`src/rtl/delta_pkg.sv`:
```
// Shared helpers for the delta path: signed limits, overflow detection and the
// adder result record.
package delta_pkg;

    localparam int unsigned MAX_W = 64;

    typedef struct packed {
        logic [MAX_W-1:0] sum;
        logic             ovf;
    } sat_res_t;

    // Largest signed value representable in w bits, as a MAX_W-bit pattern.
    function automatic logic [MAX_W-1:0] smax(input int unsigned w);
        return (MAX_W'(1) << (w - 1)) - MAX_W'(1);
    endfunction

    // Most negative signed value in w bits; truncation to w bits gives 100..0.
    function automatic logic [MAX_W-1:0] smin(input int unsigned w);
        return ~smax(w);
    endfunction

    function automatic logic ovf_detect(input logic a_sign, input logic b_sign, input logic s_sign);
        return (a_sign == b_sign) && (s_sign != a_sign);
    endfunction

endpackage

```
`src/rtl/sat_add.sv`:
```
// Combinational two's complement adder with signed overflow flag and optional
// clamping to the signed range.
module sat_add
    import delta_pkg::*;
#(
    parameter int unsigned WIDTH    = 32,
    parameter bit          SATURATE = 1'b0
) (
    input  logic [WIDTH-1:0] i_a,
    input  logic [WIDTH-1:0] i_b,
    output logic [WIDTH-1:0] o_sum,
    output logic             o_ovf
);

    logic [WIDTH:0] w_sum_ext;

    assign w_sum_ext = {i_a[WIDTH-1], i_a} + {i_b[WIDTH-1], i_b};
    assign o_ovf     = ovf_detect(i_a[WIDTH-1], i_b[WIDTH-1], w_sum_ext[WIDTH-1]);

    // On overflow the extra sign bit holds the true sign, which picks the rail.
    always_comb begin
        o_sum = w_sum_ext[WIDTH-1:0];
        if (SATURATE && o_ovf) begin
            o_sum = w_sum_ext[WIDTH] ? WIDTH'(smin(WIDTH)) : WIDTH'(smax(WIDTH));
        end
    end

endmodule

```
`src/rtl/delta_integrator.sv`:
```
// Rebuilds absolute samples from a signed delta stream (running sum), with a
// single-register valid/ready output stage.
module delta_integrator
    import delta_pkg::*;
#(
    parameter int unsigned WIDTH    = 32,
    parameter bit          SATURATE = 1'b0,
    parameter int unsigned CNT_W    = 16
) (
    input  logic             clk,
    input  logic             rst,
    input  logic             clear,
    input  logic             in_valid,
    output logic             in_ready,
    input  logic [WIDTH-1:0] in_delta,
    input  logic             in_first,
    output logic             out_valid,
    input  logic             out_ready,
    output logic [WIDTH-1:0] out_sum,
    output logic             out_ovf,
    output logic [CNT_W-1:0] out_count
);

    localparam logic [CNT_W-1:0] CNT_MAX = '1;

    logic [WIDTH-1:0] r_acc;
    logic             r_ovf;
    logic             r_valid;
    logic [CNT_W-1:0] r_count;

    logic [WIDTH-1:0] w_add_sum;
    logic             w_add_ovf;
    logic             w_accept;

    sat_add #(
        .WIDTH    (WIDTH),
        .SATURATE (SATURATE)
    ) u_sat_add (
        .i_a   (r_acc),
        .i_b   (in_delta),
        .o_sum (w_add_sum),
        .o_ovf (w_add_ovf)
    );

    // Output stage refills in the same cycle it drains.
    assign in_ready = !rst && !clear && (!r_valid || out_ready);
    assign w_accept = in_valid && in_ready;

    // The output register always mirrors the accumulator, so one register serves both.
    always_ff @(posedge clk or posedge rst) begin
        if (rst) begin
            r_acc   <= '0;
            r_ovf   <= 1'b0;
            r_valid <= 1'b0;
            r_count <= '0;
        end else if (clear) begin
            r_acc   <= '0;
            r_ovf   <= 1'b0;
            r_valid <= 1'b0;
            r_count <= '0;
        end else if (w_accept) begin
            r_valid <= 1'b1;
            if (in_first) begin
                r_acc   <= in_delta;
                r_ovf   <= 1'b0;
                r_count <= CNT_W'(1);
            end else begin
                r_acc   <= w_add_sum;
                r_ovf   <= w_add_ovf;
                r_count <= (r_count == CNT_MAX) ? r_count : r_count + CNT_W'(1);
            end
        end else if (out_ready) begin
            r_valid <= 1'b0;
        end
    end

    assign out_valid = r_valid;
    assign out_sum   = r_acc;
    assign out_ovf   = r_ovf;
    assign out_count = r_count;

endmodule
```
`config.mk`:
```
export PLATFORM = sky130hd
export DESIGN_NAME = delta_integrator
export DESIGN_NICKNAME = d
export VERILOG_FILES = /design/src/rtl/delta_pkg.sv /design/src/rtl/sat_add.sv /design/src/rtl/delta_integrator.sv
export SDC_FILE = /design/constraint.sdc
export NUM_CORES = 1
export LEC_CHECK = 0
export BUFFER_PORTS_ARGS = -buffer_cell sky130_fd_sc_hd__buf_2
export CAP_MARGIN = 25
export CORE_ASPECT_RATIO = 1.4
export CORE_MARGIN = 4
export CORE_UTILIZATION = 30
export CTS_BUF_LIST = sky130_fd_sc_hd__clkbuf_4
export CTS_CLUSTER_SIZE = 25
export DETAILED_ROUTE_END_ITERATION = 8
export GPL_TIMING_DRIVEN = 0
export PLACE_DENSITY = 0.48
export SETUP_SLACK_MARGIN = 0.05
export SLEW_MARGIN = 25
export SYNTH_ARGS = -nofsm -noshare
export SYNTH_HDL_FRONTEND = slang
export SYNTH_SLANG_ARGS = --single-unit
export TNS_END_PERCENT = 50
```
`constraint.sdc`:
```
create_clock -name clk -period 2.7 [get_ports clk]
set_input_delay 0.135 -clock clk [delete_from_list [all_inputs] [get_ports clk]]
set_output_delay 0.135 -clock clk [all_outputs]
set_load 0.1 [all_outputs]
```
Word level (Yosys, flattened, before mapping). Index checks and enable logic that the tools add are counted.

Flip-flop bits (word level): 50. Bits in latches: 0. Memory bits (writable): 0. Bits in read-only memories: 0. Input bits: 38. Output and inout port bits: 51. Logic and storage cells: 34. Memories: 0.

$add $sub $neg: 2. $mul: 0. Div/mod/pow operators: 0. Order comparisons: 0. Equal/unequal tests: 4. Shift operators: 0. Multiplexer cells: 13. Bitwise logic cells: 0. Reductions and logical operators: 11.

Operators with widths (number): 2-to-1 mux 32 bit (3); 2-to-1 mux 16 bit (4); adder 32 bit (1); adder 16 x 1 -> 16 bit (second input constant) (1); == test 16 bit (second input constant) (1); 2-to-1 mux 1 bit (6); logical AND 1 bit (4); zero test 1 bit (3); != test 3 bit (second input constant) (1); nonzero test 3 bit (1); AND reduction 2 bit (1); nonzero test 2 bit (1); == test 1 bit (1); logical OR 1 bit (1); != test 1 bit (1).

Depth between registers and ports, before layout.
Word-level depth: 6. Depth in mapped cells: 12. Mapped depth without buffers: 12.

By module. Synthesis repeated with hierarchy kept, for this count alone.

Cell total of the unflattened synthesis: 528. Area total of the unflattened synthesis: 4473.0 µm².

By module, submodules not included: delta_integrator (instances 1, cells each 262, area an instance 2541.2 µm²); sat_add (instances 1, cells each 266, area an instance 1931.9 µm²).

Worst setup path before layout. No wires, ideal clock.

Kind: register to register. Start: reg r_valid, in the netlist out_valid. End: reg r_count[5], in the netlist out_count[5]. Library setup time: 78 ps. Arrival: 4530 ps. Required time: 2622 ps. Setup slack: -1908 ps. Cell stages (with the launch flop): 10. Cell sequence: dfrtp_1 -> nor2b_1 -> nor3_1 -> and2_1 -> buf_2 -> o32ai_2 -> nand4b_1 -> buf_4 -> or3_1 -> a21oi_1.

Cells in the longest elaborated chain, start to end: 6.

Ends and longest elaborated chain: start, declared (RTL line delta_integrator.sv:28) `logic r_valid;`; start signal, assigned (RTL line delta_integrator.sv:54) `r_valid <= 1'b0;`; start signal, assigned (RTL line delta_integrator.sv:59) `r_valid <= 1'b0;`; start signal, assigned (RTL line delta_integrator.sv:62) `r_valid <= 1'b1;`; zero test 1 bit (RTL line delta_integrator.sv:46) `assign in_ready = !rst && !clear && (!r_valid || out_ready);`; logical OR 1 bit (RTL line delta_integrator.sv:46); logical AND 1 bit (RTL line delta_integrator.sv:46); via in_ready (RTL line delta_integrator.sv:14) `output logic in_ready,`; logical AND 1 bit (RTL line delta_integrator.sv:47) `assign w_accept = in_valid && in_ready;`; nonzero test 2 bit (no source line); AND reduction 2 bit (no source line); end signal, assigned (RTL line delta_integrator.sv:70) `r_count <= (r_count == CNT_MAX) ? r_count : r_count + CNT_W'(1);`; end, declared (RTL line delta_integrator.sv:29) `logic [CNT_W-1:0] r_count;`.

The timed path passes the listed nets, and every way through them passes these cells. A chain may end at the register's enable or synchronous reset.

Worst setup path in the final report.
Start: reg r_acc[0], in the netlist out_sum[0]. End: reg r_acc[24], in the netlist out_sum[24].

Cells in the longest elaborated chain, start to end: 4.

Ends and longest elaborated chain: start, declared (RTL line delta_integrator.sv:26) `logic [WIDTH-1:0] r_acc;`; start signal, assigned (RTL line delta_integrator.sv:64) `r_acc <= in_delta;`; start signal, assigned (RTL line delta_integrator.sv:68) `r_acc <= w_add_sum;`; adder 32 bit (RTL line sat_add.sv:17) `assign w_sum_ext = {i_a[WIDTH-1], i_a} + {i_b[WIDTH-1], i_b};`; 2-to-1 mux 32 bit (RTL line delta_integrator.sv:63) `if (in_first) begin`; 2-to-1 mux 32 bit (RTL line delta_integrator.sv:61) `end else if (w_accept) begin`; 2-to-1 mux 32 bit (RTL line delta_integrator.sv:56) `end else if (clear) begin`.

No other way between the ends. The select of a mux whose other input is x is not followed.

==> impl_metrics.ini <==
[clocking]
cts_inserted_buffers = 5
root_buffer = clkbuf_4
cts.sinks = 50
cts_tree = done
clock_path_buffers = 2
cts.clk_slew.worst_paths_ns = 0.19
htreeDepth = 2
insertion_delay_ns = 0.42

[final_layout]
nNetsFinal = 690
nFillCells = 1417
final_area_mm2 = 0.005444
area_delta_synth_final_pct = 34.29
finalNonFillerCells = 803
drive_gt1_share_pct = 32.26

[setup_path]
critPathLaunchType = flip-flop
end_kind = flip-flop
r2r_slack_ns = 0.05
cpMostUsedCell = buf_4
worst-endpoint-arrival_ns = 2.96
r2r_cells = 13
cpMaxStageDelayCell = dfrtp_4
cp_cell_sequence = ha_4, inv_2, fa_2, nor2b_2, o211ai_1, buf_4, a21oi_4, a211oi_4, o41ai_4, buf_4, a221oi_2, xnor2_1, o21ai_1
slowest_delay_ns = 0.52
worstPathMaxFanout = 2
worstSetupPathType = reg -> reg
critPathRequiredTime_ns = 3.01

[synthesis]
ys_types = 60
yosysMostFrequentCell = dfrtp_1
synthTopCellsByCount = 50 x dfrtp_1, 48 x a21oi_1, 47 x o21ai_0
syn_area_per_cell_um2 = 8.290
yosys_warnings = 0
synth_cells = 489
syn_nets = 560
synth_top_cell_by_area = dfrtp_1
async_reset_ff_share_pct = 100.0
synth_edf_count = 0
seq_area_frac_synth_pct = 30.86
synthesis.area_mm2 = 0.004054
yosysTopAreaCellShare_pct = 30.86
synth_area_leaders = dfrtp_1 31%, ha_1 9.9%, a21oi_1 5.9%, o21ai_0 5.8%, nand3_1 4.0%
ys.flop_type = dfrtp_1
synth_seq_cells = 50

[timing]
rsz0062_at_grt = yes
finalCriticalPeriod_ns = 2.649
clock.fmax_ghz = 0.3775
maxSlewHeadroom_pct = 49.15
worstMarginPinSlew_ns = 0.7627
setup_viol = 0
setup_slack_ns = 0.05107
slew_violations = 0
fin_skew_ns = 0.01481
finalHoldViolCount = 0
setup_tns_ns = 0
finalCritPeriodShare_pct = 98.11

[place]
place_area_mm2 = 0.004828
dp_cells = 760
dpl.hpwl_um = 10280
gp_congestion = 0.9037
numPortBuffers = 88
pre_cts_ws_ns = -0.3654

[floorplanning]
die_w_um = 106.2
die_area_mm2 = 0.01546
core_area_mm2 = 0.01333
ios = 89
initial_utilization_pct = 30.42
placementRows = 50
die_height_um = 145.5

[routing]
vias = 4222
route.detailed.drc = 0
wl_per_cell_um = 17.47
drtPass1Iterations = 4
drt_iter0_drc = 136
routed_wl_um = 14030
ant_nets = 0
via_per_inst = 5.258

[power_and_ir_drop]
p_per_area_mw_per_mm2 = 417.2
leakage_nw = 2.636
ir_drop_uv = 227.5
p_total_mw = 2.271

[hold_path]
worstHoldPathCells = 3
hold_class = in -> reg

[grt]
antenna_found_initial = 1
grt_max_degree = 31
grt_usage_pct = 17.83
grt_pass1_wl_um = 22270
overflow = 0
first_global_vias = 4309

[status]
status = complete, no violations

[job]
max_cap_violations = 0
==> metrics by stage <==
stage,utilization [%],hold WS (ns)
floorplan,-,0.2795
global placement,36.07,0.3940
detailed placement,36.23,0.1494
CTS,39.50,0.01496
global route,40.85,0.03238
finish,40.85,0.03144
==> what timing repair did <==
| action | in CTS | in global routing |
|---|---|---|
| pin swaps | 23 | 26 |
| hold endpoints to repair | 51 | 0 |
| hold buffers | 7 | 0 |
| buffers inserted | 18 | 11 |
| gates cloned | 0 | 0 |
| gates resized for setup | 31 | 22 |
| endpoints found under the setup margin | 13 | 22 |
==> worst paths after layout <==
kind,start,end
min in group asynchronous,rst,out_count[5]
setup reg to reg,out_sum[0],out_sum[24]
max in group asynchronous,rst,out_sum[16]
hold / removal,in_delta[2],out_sum[2]
setup / recovery,out_sum[0],out_sum[24]
hold reg to reg,out_ovf,out_ovf
==> cell type report <==
class	count	area [um2]	area share [%]
sequential	50	1277	23.47
clock buffer	5	37.54	0.6895
tap	182	227.7	4.183
antenna	1	2.502	0.04597
clock inverter	3	28.78	0.5286
inverter	14	55.05	1.011
timing repair buffer	125	752.0	13.81
buffer	19	82.58	1.517
multi-input combinational	404	2980	54.75
==> registers in the layout, indices dropped and copies added, names as in the netlist <==
name,count
out_sum,32
out_valid,1
out_ovf,1
out_count,16
==> logic make-up after synthesis <==
| family | count (synthesis) | share of synthesized area [%] |
|---|---|---|
| flops | 50 | 30.86 |
| buf+inv | 35 | 3.580 |
| compound gates | 167 | 25.90 |
| simple gates | 163 | 20.19 |
| fa+ha+maj | 33 | 10.37 |
| xor+xnor | 33 | 7.129 |
| mux | 8 | 1.975 |
==> layout by cell type, fill, tap and decap left out, types with 5 or more instances in the layout <==
cell type,count
nor3_1,7
clkbuf_1,15
dfrtp_2,18
xnor2_1,16
ha_1,21
a31oi_1,12
nor2_1,37
clkbuf_4,5
o21ai_0,41
buf_2,88
a21o_1,19
or3_1,5
nand2_1,32
and2_1,8
dfrtp_1,31
dlygate4sd3_1,7
o21ai_1,9
a21oi_2,6
nand2b_1,5
buf_4,29
a21oi_1,42
and3_1,11
ha_4,7
nand3_1,32
inv_1,12
mux2i_1,8
xor2_1,17
==> power breakdown <==
| group | total (mW) | internal [mW] | leakage (nW) | switching (mW) |
|---|---|---|---|---|
| sequential | 0.823 | 0.788 | 0.655 | 0.0353 |
| combinational | 1.02 | 0.333 | 1.94 | 0.683 |
| clock | 0.432 | 0.114 | 0.0377 | 0.318 |
| total | 2.27 | 1.23 | 2.64 | 1.04 |
==> worst max-delay path, delay by kind of cell (launching register included) <==
kind	cells	cell delay, ns
flops	1	0.52
buf+inv	3	0.38
xor+xnor	1	0.15
fa+ha+maj	2	0.36
simple gates	1	0.05
compound gates	6	1.09
==> routing by layer <==
metal,GRT usage [%],up-vias,wire (um)
met4,5.833,0,303
met5,0,-,0
li1,-,2051,-
met1,21.67,2036,5986
met3,2.264,17,552
met2,32.17,118,7189
Note: power is estimated with default switching activity, not from simulation.
